<file path="src/rtl/coco_sketch_ctrl.sv">
// Sequencer/arbiter sharing the counter and ID RAM ports between insertion, host clear and host query.
// Clears both RAMs after reset; drains the insert pipeline before any host access.
module coco_sketch_ctrl #(
    parameter int ADDR_W = 16,
    parameter int DATA_W = 32,
    parameter int RD_LAT = 2
) (
    input  logic              sys_clk,
    input  logic              rst,
    input  logic              e_in_valid,
    output logic              e_in_ready,
    output logic              e_out_valid,
    input  logic              pipe_busy,
    input  logic              clr_req,
    output logic              clr_busy,
    input  logic              q_valid,
    input  logic [ADDR_W-1:0] q_addr,
    output logic              q_ready,
    output logic              r_valid,
    output logic [DATA_W-1:0] r_count,
    output logic [DATA_W-1:0] r_id,
    output logic              mem_we,
    output logic [ADDR_W-1:0] mem_waddr,
    output logic [DATA_W-1:0] mem_wdata,
    output logic              mem_rd_en,
    output logic [ADDR_W-1:0] mem_raddr,
    input  logic [DATA_W-1:0] cnt_dout,
    input  logic [DATA_W-1:0] id_dout,
    output logic              dp_sel
);

    localparam int WC_W = (RD_LAT < 2) ? 1 : $clog2(RD_LAT + 1);

    typedef enum logic [2:0] {
        S_CLEAR,
        S_RUN,
        S_DRAIN,
        S_QRD,
        S_QWAIT
    } state_t;

    state_t            state;
    state_t            state_nxt;
    logic [ADDR_W-1:0] clr_cnt;
    logic              pend_clr;
    logic [WC_W-1:0]   wcnt;
    logic [ADDR_W-1:0] qaddr_q;

    always_ff @(posedge sys_clk) begin
        if (rst) begin
            state    <= S_CLEAR;
            clr_cnt  <= '0;
            pend_clr <= 1'b0;
            wcnt     <= '0;
            qaddr_q  <= '0;
            r_valid  <= 1'b0;
            r_count  <= '0;
            r_id     <= '0;
        end else begin
            state   <= state_nxt;
            r_valid <= 1'b0;
            case (state)
                // counter wraps back to 0 on the last write, ready for the next clear
                S_CLEAR: clr_cnt <= clr_cnt + ADDR_W'(1);
                S_RUN: begin
                    if (clr_req || q_valid) pend_clr <= clr_req;
                end
                S_QRD: begin
                    qaddr_q <= q_addr;
                    wcnt    <= WC_W'(RD_LAT);
                end
                S_QWAIT: begin
                    wcnt <= wcnt - WC_W'(1);
                    if (wcnt == WC_W'(1)) begin
                        r_valid <= 1'b1;
                        r_count <= cnt_dout;
                        r_id    <= id_dout;
                    end
                end
                default: ;
            endcase
        end
    end

    always_comb begin
        state_nxt  = state;
        e_in_ready = 1'b0;
        q_ready    = 1'b0;
        mem_we     = 1'b0;
        mem_waddr  = '0;
        mem_rd_en  = 1'b0;
        mem_raddr  = qaddr_q;
        dp_sel     = 1'b0;
        clr_busy   = 1'b0;
        case (state)
            S_CLEAR: begin
                mem_we    = 1'b1;
                mem_waddr = clr_cnt;
                clr_busy  = 1'b1;
                if (clr_cnt == {ADDR_W{1'b1}}) state_nxt = S_RUN;
            end
            S_RUN: begin
                dp_sel     = 1'b1;
                e_in_ready = !(clr_req || q_valid);
                if (clr_req || q_valid) state_nxt = S_DRAIN;
            end
            S_DRAIN: begin
                dp_sel = 1'b1;
                if (!pipe_busy) state_nxt = pend_clr ? S_CLEAR : S_QRD;
            end
            S_QRD: begin
                q_ready   = 1'b1;
                mem_rd_en = 1'b1;
                mem_raddr = q_addr;
                state_nxt = S_QWAIT;
            end
            S_QWAIT: begin
                if (wcnt == WC_W'(1)) state_nxt = S_RUN;
            end
            default: state_nxt = S_CLEAR;
        endcase
        // outputs show their idle values while reset is held
        if (rst) begin
            e_in_ready = 1'b0;
            q_ready    = 1'b0;
            mem_we     = 1'b0;
            mem_waddr  = '0;
            mem_rd_en  = 1'b0;
            mem_raddr  = '0;
            dp_sel     = 1'b0;
            clr_busy   = 1'b1;
        end
    end

    assign e_out_valid = e_in_valid & e_in_ready;
    assign mem_wdata   = '0;

endmodule

</file>
<file path="config.mk">
export PLATFORM = sky130hd
export DESIGN_NAME = coco_sketch_ctrl
export DESIGN_NICKNAME = d
export VERILOG_FILES = /design/src/rtl/coco_sketch_ctrl.sv
export SDC_FILE = /design/constraint.sdc
export NUM_CORES = 1
export LEC_CHECK = 0
export CAP_MARGIN = 0
export CORE_UTILIZATION = 30
export DETAILED_ROUTE_END_ITERATION = 16
export MAX_ROUTING_LAYER = met4
export PLACE_DENSITY = 0.65
export SETUP_SLACK_MARGIN = 0.15
export SKIP_CTS_REPAIR_TIMING = 1
export SLEW_MARGIN = 25
export SYNTH_ARGS = -nofsm -noshare
export SYNTH_HDL_FRONTEND = slang
export SYNTH_SLANG_ARGS = --single-unit
</file>
<file path="constraint.sdc">
create_clock -name sys_clk -period 1.9 [get_ports sys_clk]
set_input_delay 0.38 -clock sys_clk [delete_from_list [all_inputs] [get_ports sys_clk]]
set_output_delay 0.38 -clock sys_clk [all_outputs]
set_load 0.005 [all_outputs]
</file>
# After elaboration in Yosys (flattened, before gate mapping)
# Cells that the tools add are included.
dict set report op_classes {
  bitwise 2
  mux 21
  add_sub_neg 2
  n_reduce_logical 9
  eq_ne 10
}
# cell n
set op_table {}
lappend op_table {{16-bit 2-to-1 mux} 4}
lappend op_table {{16-bit by 1-bit adder with 16-bit output, second input constant} 1}
lappend op_table {{16-bit equality test, second input constant} 1}
lappend op_table {{3-bit one-hot mux with 5 select lines} 1}
lappend op_table {{3-bit 2-to-1 mux} 4}
lappend op_table {{1-bit 2-to-1 mux} 10}
lappend op_table {{2-bit != test, second input constant} 4}
lappend op_table {{3-bit by 2-bit equality test with 1-bit output, second input constant} 2}
lappend op_table {{2-bit one-hot mux with 2 select lines} 1}
lappend op_table {{2-bit AND reduction} 2}
lappend op_table {{4-bit AND reduction} 1}
lappend op_table {{2-bit OR reduction} 2}
lappend op_table {{3-bit by 1-bit equality test with 1-bit output, second input constant} 1}
lappend op_table {{3-bit equality test, second input constant} 1}
lappend op_table {{3-bit logical NOT} 1}
lappend op_table {{2-bit by 1-bit equality test with 1-bit output, second input constant} 1}
lappend op_table {{2-bit 2-to-1 mux} 1}
lappend op_table {{2-bit nonzero test} 1}
lappend op_table {{2-bit by 1-bit subtractor with 2-bit output, second input constant} 1}
lappend op_table {{1-bit AND} 1}
lappend op_table {{1-bit logical NOT} 1}
lappend op_table {{1-bit logical OR} 1}
lappend op_table {{1-bit inverter} 1}
dict set report totals {
  regBits 103
  input_bits 86
  out_inout_bits 136
  wordCells 52
}

# Depth between registers and ports, before layout
# Gate-level depths: netlist (run 1).
dict set report depth {
  depth_word 5
  mapped_depth 8
}

# Worst setup path before layout (run 1)
# No wires, ideal clock.
dict set report synth_timing {
  kind {reg2out}
  from {reg state[1]}
  to {out q_ready}
  required_ns 1.520
  n_path_buf 4
  path_slack_ns 0.040
  t_arrival_ns 1.480
  path_stages_with_launch 8
  path_cell_list {dfxtp_1 -> buf_2 -> nand2_1 -> or2_2 -> clkbuf_1 -> clkbuf_1 -> nor2_1 -> buf_4}
}
dict set report synth_via {
  elab_chain_len 3
}
# element line
set synth_lines {}
lappend synth_lines {{start: declaration} 42} ;# state_t state;
lappend synth_lines {{start signal: assignment} 60} ;# state <= state_nxt;
lappend synth_lines {{3-bit by 2-bit equality test with 1-bit output} -}
lappend synth_lines {{1-bit 2-to-1 mux (2 in a row)} -}
lappend synth_lines {{end: declaration} 18} ;# output logic q_ready,
# Every way passes these cells.

# Worst setup path after layout (run 1)
dict set report layout_timing {
  from {reg state[1]}
  to {out mem_waddr[5]}
}
dict set report layout_via {
  elab_chain_len 3
}
# element line
set layout_lines {}
lappend layout_lines {{3-bit logical NOT} 95} ;# case (state)
lappend layout_lines {{16-bit 2-to-1 mux} 95}
lappend layout_lines {{16-bit 2-to-1 mux} 123} ;# if (rst) begin
lappend layout_lines {{end: declaration} 23} ;# output logic [ADDR_W-1:0] mem_waddr,
# Every way passes these cells.

==> results of run 1 <==
-- flip-flops by register name (all words and copies together), names as in the netlist --
| signal | count |
|---|---|
| state | 3 |
| r_id | 32 |
| wcnt | 2 |
| qaddr_q | 16 |
| r_valid | 1 |
| r_count | 32 |
| clr_cnt | 16 |
| pend_clr | 1 |
-- metal layers --
layer	vias to the layer above	track usage, %	wire length, µm
met5	-	-	0
met4	0	4.17	94
met3	7	3.90	885
met2	150	25.5	5800
met1	1915	18.9	5180
li1	2084	-	-
-- critical path, cell delays in order, from the launching register on --
cell	delay, ns
sky130_fd_sc_hd__dfxtp_4	0.37
sky130_fd_sc_hd__or2_4	0.27
sky130_fd_sc_hd__nor3_4	0.21
sky130_fd_sc_hd__buf_4	0.15
sky130_fd_sc_hd__buf_6	0.11
sky130_fd_sc_hd__buf_6	0.10
sky130_fd_sc_hd__and2_4	0.13
sky130_fd_sc_hd__buf_6	0.08
-- Yosys cell counts (all sizes together) (4+ instances only) --
cell type	count	share of area (%)
nand4	8	1.5
dfxtp	103	49
and2	18	2.7
xnor2	7	1.4
nor2	19	1.7
inv	4	0.35
buf	50	7.9
nor3	8	1.2
a21oi	89	10
clkbuf	19	1.7
nand3	5	0.59
xor2	5	1.0
nand2	168	15
-- power by group --
group          internal [mW]  switching (mW)
Sequential              2.19          0.0398
Clock                  0.966           0.807
Combinational          0.399           0.255
-- path summary, 6_finish.rpt --
kind                                 from                        to  slack (ns)
setup / recovery    state[1]$_SDFFE_PP0P_              mem_waddr[5]       -0.26
hold / removal                        rst       qaddr_q[15]$_DFF_P_        0.44
hold reg to reg     r_id[12]$_SDFFE_PP0P_     r_id[12]$_SDFFE_PP0P_        0.45
setup reg to reg  clr_cnt[0]$_SDFFE_PP0N_  clr_cnt[12]$_SDFFE_PP0N_        0.21
-- cell type report --
type	count	area, µm²	share of cell area, %
Timing Repair Buffer	233	2290	32.9
Tap cell	180	225	3.24
Clock inverter	3	26.3	0.379
Sequential cell	103	2080	29.9
Multi-Input combinational cell	389	2050	29.6
Inverter	4	15.0	0.216
Clock buffer	12	256	3.70
-- through the flow --
| step | area (µm²) | worst slack, ns | util (%) | total power, mW |
|---|---|---|---|---|
| 2_1_floorplan | 4370 | 0.0954 | - | 2.52 |
| 3_3_place_gp | 6310 | -0.383 | 45.6 | 2.77 |
| 3_5_place_dp | 6310 | -0.354 | 45.6 | 2.77 |
| 4_1_cts | 6590 | -0.522 | 47.7 | 4.56 |
| 5_1_grt | 6940 | -0.323 | 50.2 | 4.87 |
| 6_report | 6940 | -0.259 | 50.2 | 4.66 |
-- logic make-up (layout without fill, tap and decap cells) --
group	Yosys count	after routing	share of synthesized area, %
DFF	103	103	48.5
muxes	1	1	0.236
buffers and inverters	73	252	9.93
adders and majority gates	2	2	0.589
other	1	32	0.0883
and+or+nand+nor	242	242	25.9
AOI/OAI and AO/OA	100	100	12.2
xor gates and xnor gates	12	12	2.47
==> summary.json, run 1 <==
{
  "status": {
    "status": "finished with violations",
    "violations": "negative setup slack"
  },
  "routing": {
    "route.final.wire_length_mm": 12.0,
    "detailedRoute.firstPassIterationCount": 7,
    "route.detailed.drc": 0,
    "initialDrtViolationCount": 216,
    "number_of_vias_in_the_routed_layout": 4156,
    "drtAntennaViolNets": 0,
    "routedWlPerCell_um": 13.0,
    "post_drt_via_cell_ratio": 4.50
  },
  "sta": {
    "final.min_clock_period_ns": 2.16,
    "max-slew-margin-rel_pct": 61.4,
    "holdWs_ns": 0.438,
    "fin_tns_setup_ns": -5.00,
    "rsz0062_at_grt": "yes",
    "setup_slack_ns": -0.259,
    "timing_max_transition_violations_final": 0,
    "setup_violations": 31,
    "max_freq_ghz": 0.463,
    "worst_slew_pin_slew_ns": 0.579,
    "timing.final.crit_share_pct": 114,
    "fin_skew_ns": 0.00609,
    "finalHoldViolCount": 0
  },
  "die": {
    "rows": 43,
    "chipWidth_um": 121,
    "top_level_ports": 222,
    "core_area_mm2": 0.0138,
    "die_h_um": 121,
    "initial_core_util_pct": 30.7,
    "die_area_mm2": 0.0146
  },
  "pwr": {
    "power_per_standard_cell_area_mw_per_mm2": 671,
    "ir_worst_vdd_mv": 0.371,
    "total_leakage_power_nw": 2.70
  },
  "setup_path": {
    "worst_setup_path_start_kind": "flop",
    "path_max_fanout": 5,
    "crit_type": "flop to primary output",
    "critPathRequiredTime_ns": 1.52,
    "crit_path_end_kind": "primary output",
    "data_arrival_time_of_the_critical_path_ns": 1.78,
    "reg2regPathDepth": 5
  },
  "global_route": {
    "maximum_number_of_pins_on_one_net_before_global_route_repair": 66,
    "vias_in_the_first_global_route": 3706,
    "grt_util_all_layers_pct": 15.5,
    "globalRoute.totalOverflow": 0,
    "grt_antenna_before_repair": 0,
    "grt_first_pass_wirelength_mm": 17.7
  },
  "finish": {
    "n_antenna_cell": 0,
    "stdcell_count": 924,
    "layout_net_count": 828,
    "final.fill_count": 1280,
    "drive_above_1_share_pct": 19.8,
    "most-common-layout-cells": "166 x sky130_fd_sc_hd__nand2_1, 149 x sky130_fd_sc_hd__clkdlybuf4s50_1, 96 x sky130_fd_sc_hd__dfxtp_1",
    "layout_commonest_cell": "sky130_fd_sc_hd__nand2_1",
    "flow.area_growth_from_synthesis_pct": 63.4
  },
  "synth": {
    "postSynthCellCount": 534,
    "yosys_most_used_dff": "sky130_fd_sc_hd__dfxtp_1",
    "synthArstFlopShare_pct": 0,
    "seq_total_area_yosys_pct": 48.5,
    "mappedNetlistArea_mm2": 0.00425,
    "synth_enable_flop_cells": 0,
    "count_of_cell_types_in_the_netlist": 37,
    "synthesis.area_per_instance_um2": 7.95,
    "synthesis.yosys.warnings": 0,
    "synth.ff_latch_count": 103
  },
  "run": {
    "drv_cap": 0
  },
  "worst_hold_path": {
    "timing.hold.worst.class": "input port to flop",
    "min_delay_path_depth": 3
  },
  "place": {
    "final_weighted_congestion_in_routability_driven_placement": 0.821,
    "placed_cells_incl_taps": 890,
    "count_of_input_and_output_buffers": 189,
    "hpwl_mm": 7.92
  },
  "cts": {
    "tritoncts_clock_tree": "done",
    "clock_transition_time_at_the_flip_flop_clock_pins_of_the_worst_setup_and_hold_paths_ns": 0.07,
    "max-clock-path-buffers": 2,
    "clock_sink_count": 103,
    "cts_buffers": 9,
    "clk-insertion-delay-late_ns": 0.34,
    "cts.root.buffer_cell": "sky130_fd_sc_hd__clkbuf_16",
    "cts_max_level": 3
  }
}
(Power assumes the default switching activity.)
==> inputs of run 2 (changes only) <==
--- a/config.mk
+++ b/config.mk
@@ -5,14 +5,13 @@
 export SDC_FILE = /design/constraint.sdc
 export NUM_CORES = 1
 export LEC_CHECK = 0
-export CAP_MARGIN = 0
+export CAP_MARGIN = 20
 export CORE_UTILIZATION = 30
 export DETAILED_ROUTE_END_ITERATION = 16
 export MAX_ROUTING_LAYER = met4
 export PLACE_DENSITY = 0.65
 export SETUP_SLACK_MARGIN = 0.15
 export SKIP_CTS_REPAIR_TIMING = 1
-export SLEW_MARGIN = 25
 export SYNTH_ARGS = -nofsm -noshare
 export SYNTH_HDL_FRONTEND = slang
 export SYNTH_SLANG_ARGS = --single-unit
==> results of run 2 <==
Same layout as run 1: the final DEF is identical, and so are final timing and power.
==> inputs of run 3 (changes only) <==
--- a/config.mk
+++ b/config.mk
@@ -5,11 +5,13 @@
 export SDC_FILE = /design/constraint.sdc
 export NUM_CORES = 1
 export LEC_CHECK = 0
+export ABC_CLOCK_PERIOD_IN_PS = 2400
 export CAP_MARGIN = 20
 export CORE_UTILIZATION = 30
 export DETAILED_ROUTE_END_ITERATION = 16
 export MAX_ROUTING_LAYER = met4
 export PLACE_DENSITY = 0.65
+export RECOVER_POWER = 25
 export SETUP_SLACK_MARGIN = 0.15
 export SKIP_CTS_REPAIR_TIMING = 1
 export SYNTH_ARGS = -nofsm -noshare
==> constraint.sdc (replaced) <==
create_clock -name sys_clk -period 2.4 [get_ports sys_clk]
set_input_delay 0.48 -clock sys_clk [delete_from_list [all_inputs] [get_ports sys_clk]]
set_output_delay 0.48 -clock sys_clk [all_outputs]
set_load 0.005 [all_outputs]
==> run 3 against run 2 <==
The flow still finishes with violations (negative setup slack). Wire length barely moved. Non-clock buffer count fell by 21. Core utilization fell by 1.4 points. Global-route usage rose by 0.18 points. Clock power fell by 9.6%. Worst setup slack improved by 0.18 ns. First-iteration DRC count rose by 19%. Critical endpoint is now mem_waddr[0].
==> summary.json, run 3 (synthesized netlist as in run 1, its figures left out) <==
{
  "status": {
    "status": "finished with violations",
    "violations": "negative setup slack"
  },
  "sta": {
    "setup_slack_ns": -0.0767,
    "final.min_clock_period_ns": 2.48,
    "max_freq_ghz": 0.404,
    "finalHoldViolCount": 0,
    "rsz0062_at_grt": "yes",
    "max-slew-margin-rel_pct": 54.7,
    "setup_violations": 20,
    "worst_slew_pin_slew_ns": 0.680,
    "timing.final.crit_share_pct": 103,
    "fin_tns_setup_ns": -0.858,
    "timing_max_transition_violations_final": 0,
    "fin_skew_ns": 0.00817
  },
  "cts": {
    "max-clock-path-buffers": 2,
    "clock_sink_count": 103,
    "clk-insertion-delay-late_ns": 0.34,
    "cts_max_level": 3,
    "cts.root.buffer_cell": "sky130_fd_sc_hd__clkbuf_16",
    "cts_buffers": 9,
    "clock_transition_time_at_the_flip_flop_clock_pins_of_the_worst_setup_and_hold_paths_ns": 0.07,
    "tritoncts_clock_tree": "done"
  },
  "global_route": {
    "grt_util_all_layers_pct": 15.7,
    "grt_antenna_before_repair": 0,
    "maximum_number_of_pins_on_one_net_before_global_route_repair": 66,
    "globalRoute.totalOverflow": 0,
    "vias_in_the_first_global_route": 3896,
    "grt_first_pass_wirelength_mm": 17.9
  },
  "setup_path": {
    "worstPathCellList": "or2_4 > nor3_4 > buf_4 > and2_1 > clkdlybuf4s50_1",
    "reg2regPathDepth": 6,
    "worstReg2RegEnd": "clr_cnt[15]$_SDFFE_PP0N_",
    "worstSetupEndpoint": "mem_waddr[0]",
    "crit_type": "flop to primary output",
    "critPathRequiredTime_ns": 1.92,
    "critPathSlowestCell": "sky130_fd_sc_hd__clkdlybuf4s50_1",
    "data_arrival_time_of_the_critical_path_ns": 2.00,
    "crit_path_end_kind": "primary output",
    "ff2ff_setup_slack_ns": 0.42,
    "r2r-start": "state[0]$_SDFFE_PP0P_",
    "worst_setup_path_start_kind": "flop",
    "path_max_fanout": 8,
    "max_stage_delay_ns": 0.50,
    "worst_setup_path_startpoint": "state[1]$_SDFFE_PP0P_"
  },
  "die": {
    "die_h_um": 121,
    "initial_core_util_pct": 30.7,
    "die_area_mm2": 0.0146,
    "rows": 43,
    "core_area_mm2": 0.0138,
    "top_level_ports": 222,
    "chipWidth_um": 121
  },
  "finish": {
    "final-seq-area_mm2": 0.00207,
    "layout_commonest_cell": "sky130_fd_sc_hd__clkdlybuf4s50_1",
    "most-common-layout-cells": "176 x sky130_fd_sc_hd__clkdlybuf4s50_1, 167 x sky130_fd_sc_hd__nand2_1, 100 x sky130_fd_sc_hd__dfxtp_1",
    "stdcell_count": 906,
    "final.fill_count": 1276,
    "biggestRegsByFlops": "r_count: 32 flops, r_id: 32 flops",
    "multi_input_comb_area_mm2": 0.00199,
    "flow.area_growth_from_synthesis_pct": 58.8,
    "n_antenna_cell": 0,
    "layout.core_utilization_pct": 48.8,
    "drive_above_1_share_pct": 9.92,
    "layout_net_count": 809
  },
  "pwr": {
    "switchingPower_uw": 859,
    "p_int_mw": 2.93,
    "sequential_power_share_pct": 46.5,
    "power_per_standard_cell_area_mw_per_mm2": 562,
    "total_leakage_power_nw": 2.56,
    "power.share.clock_pct": 42.2,
    "sw_frac_of_total_pct": 22.7,
    "power.combinational.fraction_pct": 11.3,
    "ir_worst_vdd_mv": 0.388
  },
  "place": {
    "final_weighted_congestion_in_routability_driven_placement": 0.804,
    "pre_cts_slack_ns": -0.0543,
    "count_of_input_and_output_buffers": 189,
    "hpwl_mm": 8.10,
    "placed_cells_incl_taps": 881
  },
  "run": {
    "drv_cap": 0
  },
  "routing": {
    "number_of_vias_in_the_routed_layout": 4154,
    "route.final.wire_length_mm": 12.0,
    "post_drt_via_cell_ratio": 4.58,
    "initialDrtViolationCount": 257,
    "routedWlPerCell_um": 13.2,
    "drtAntennaViolNets": 0,
    "route.detailed.drc": 0,
    "detailedRoute.firstPassIterationCount": 5
  },
  "worst_hold_path": {
    "timing.hold.worst.class": "flop to flop",
    "min_from": "r_id[1]$_SDFFE_PP0P_"
  }
}
==> run 3: power groups by stage <==
stage	clock network (mW)	logic (mW)	registers, mW
floorplan	0	0.207	1.79
global placement	0	0.379	1.80
detailed placement	0	0.381	1.80
CTS	1.64	0.385	1.76
global route	1.72	0.466	1.76
finish	1.60	0.428	1.76
==> run 3: worst max-delay path: cells and delay by family, from the launching register on <==
family	cells	cell delay, ns
buffers and inverters	2	0.70
AND/OR/NAND/NOR	3	0.58
flip-flops	1	0.38
==> run 3: layout make-up <==
type / instances / area share, %
repair buffers: 212 / 31.4
flip-flops and latches: 103 / 30.7
multi-input cells: 391 / 29.5
clock buffers: 10 / 3.54
well taps: 180 / 3.34
clock inverters: 6 / 1.39
inverters: 4 / 0.223
==> run 3: worst min-delay path by stage <==
stage / slack [ns] / depth (start not counted) / endpoint
finish: 0.45 / 2 / r_id[1]$_SDFFE_PP0P_
global route: 0.47 / 2 / clr_cnt[4]$_SDFFE_PP0N_
CTS: 0.43 / 2 / clr_cnt[0]$_SDFFE_PP0N_
detailed placement: 0.45 / 2 / r_id[6]$_SDFFE_PP0P_
global placement: 0.44 / 2 / r_count[31]$_SDFFE_PP0P_
floorplan: 0.43 / 2 / wcnt[1]$_SDFFE_PP0P_
==> run 3: per-stage QoR <==
stage	power, mW	hold WS (ns)	area (µm²)
after floorplan	1.99	0.432	4360
after global placement	2.18	0.440	6210
after detailed placement	2.18	0.448	6210
after CTS	3.79	0.430	6540
after global routing	3.95	0.471	6750
final	3.79	0.454	6750
==> run 3: layer usage <==
metal / part of all wire, % / GRT usage [%] / wire (µm)
met5: 0 / - / 0
met4: 1.6 / 6.40 / 186
met3: 7.1 / 3.15 / 851
met2: 49 / 26.4 / 5910
met1: 42 / 18.3 / 5020
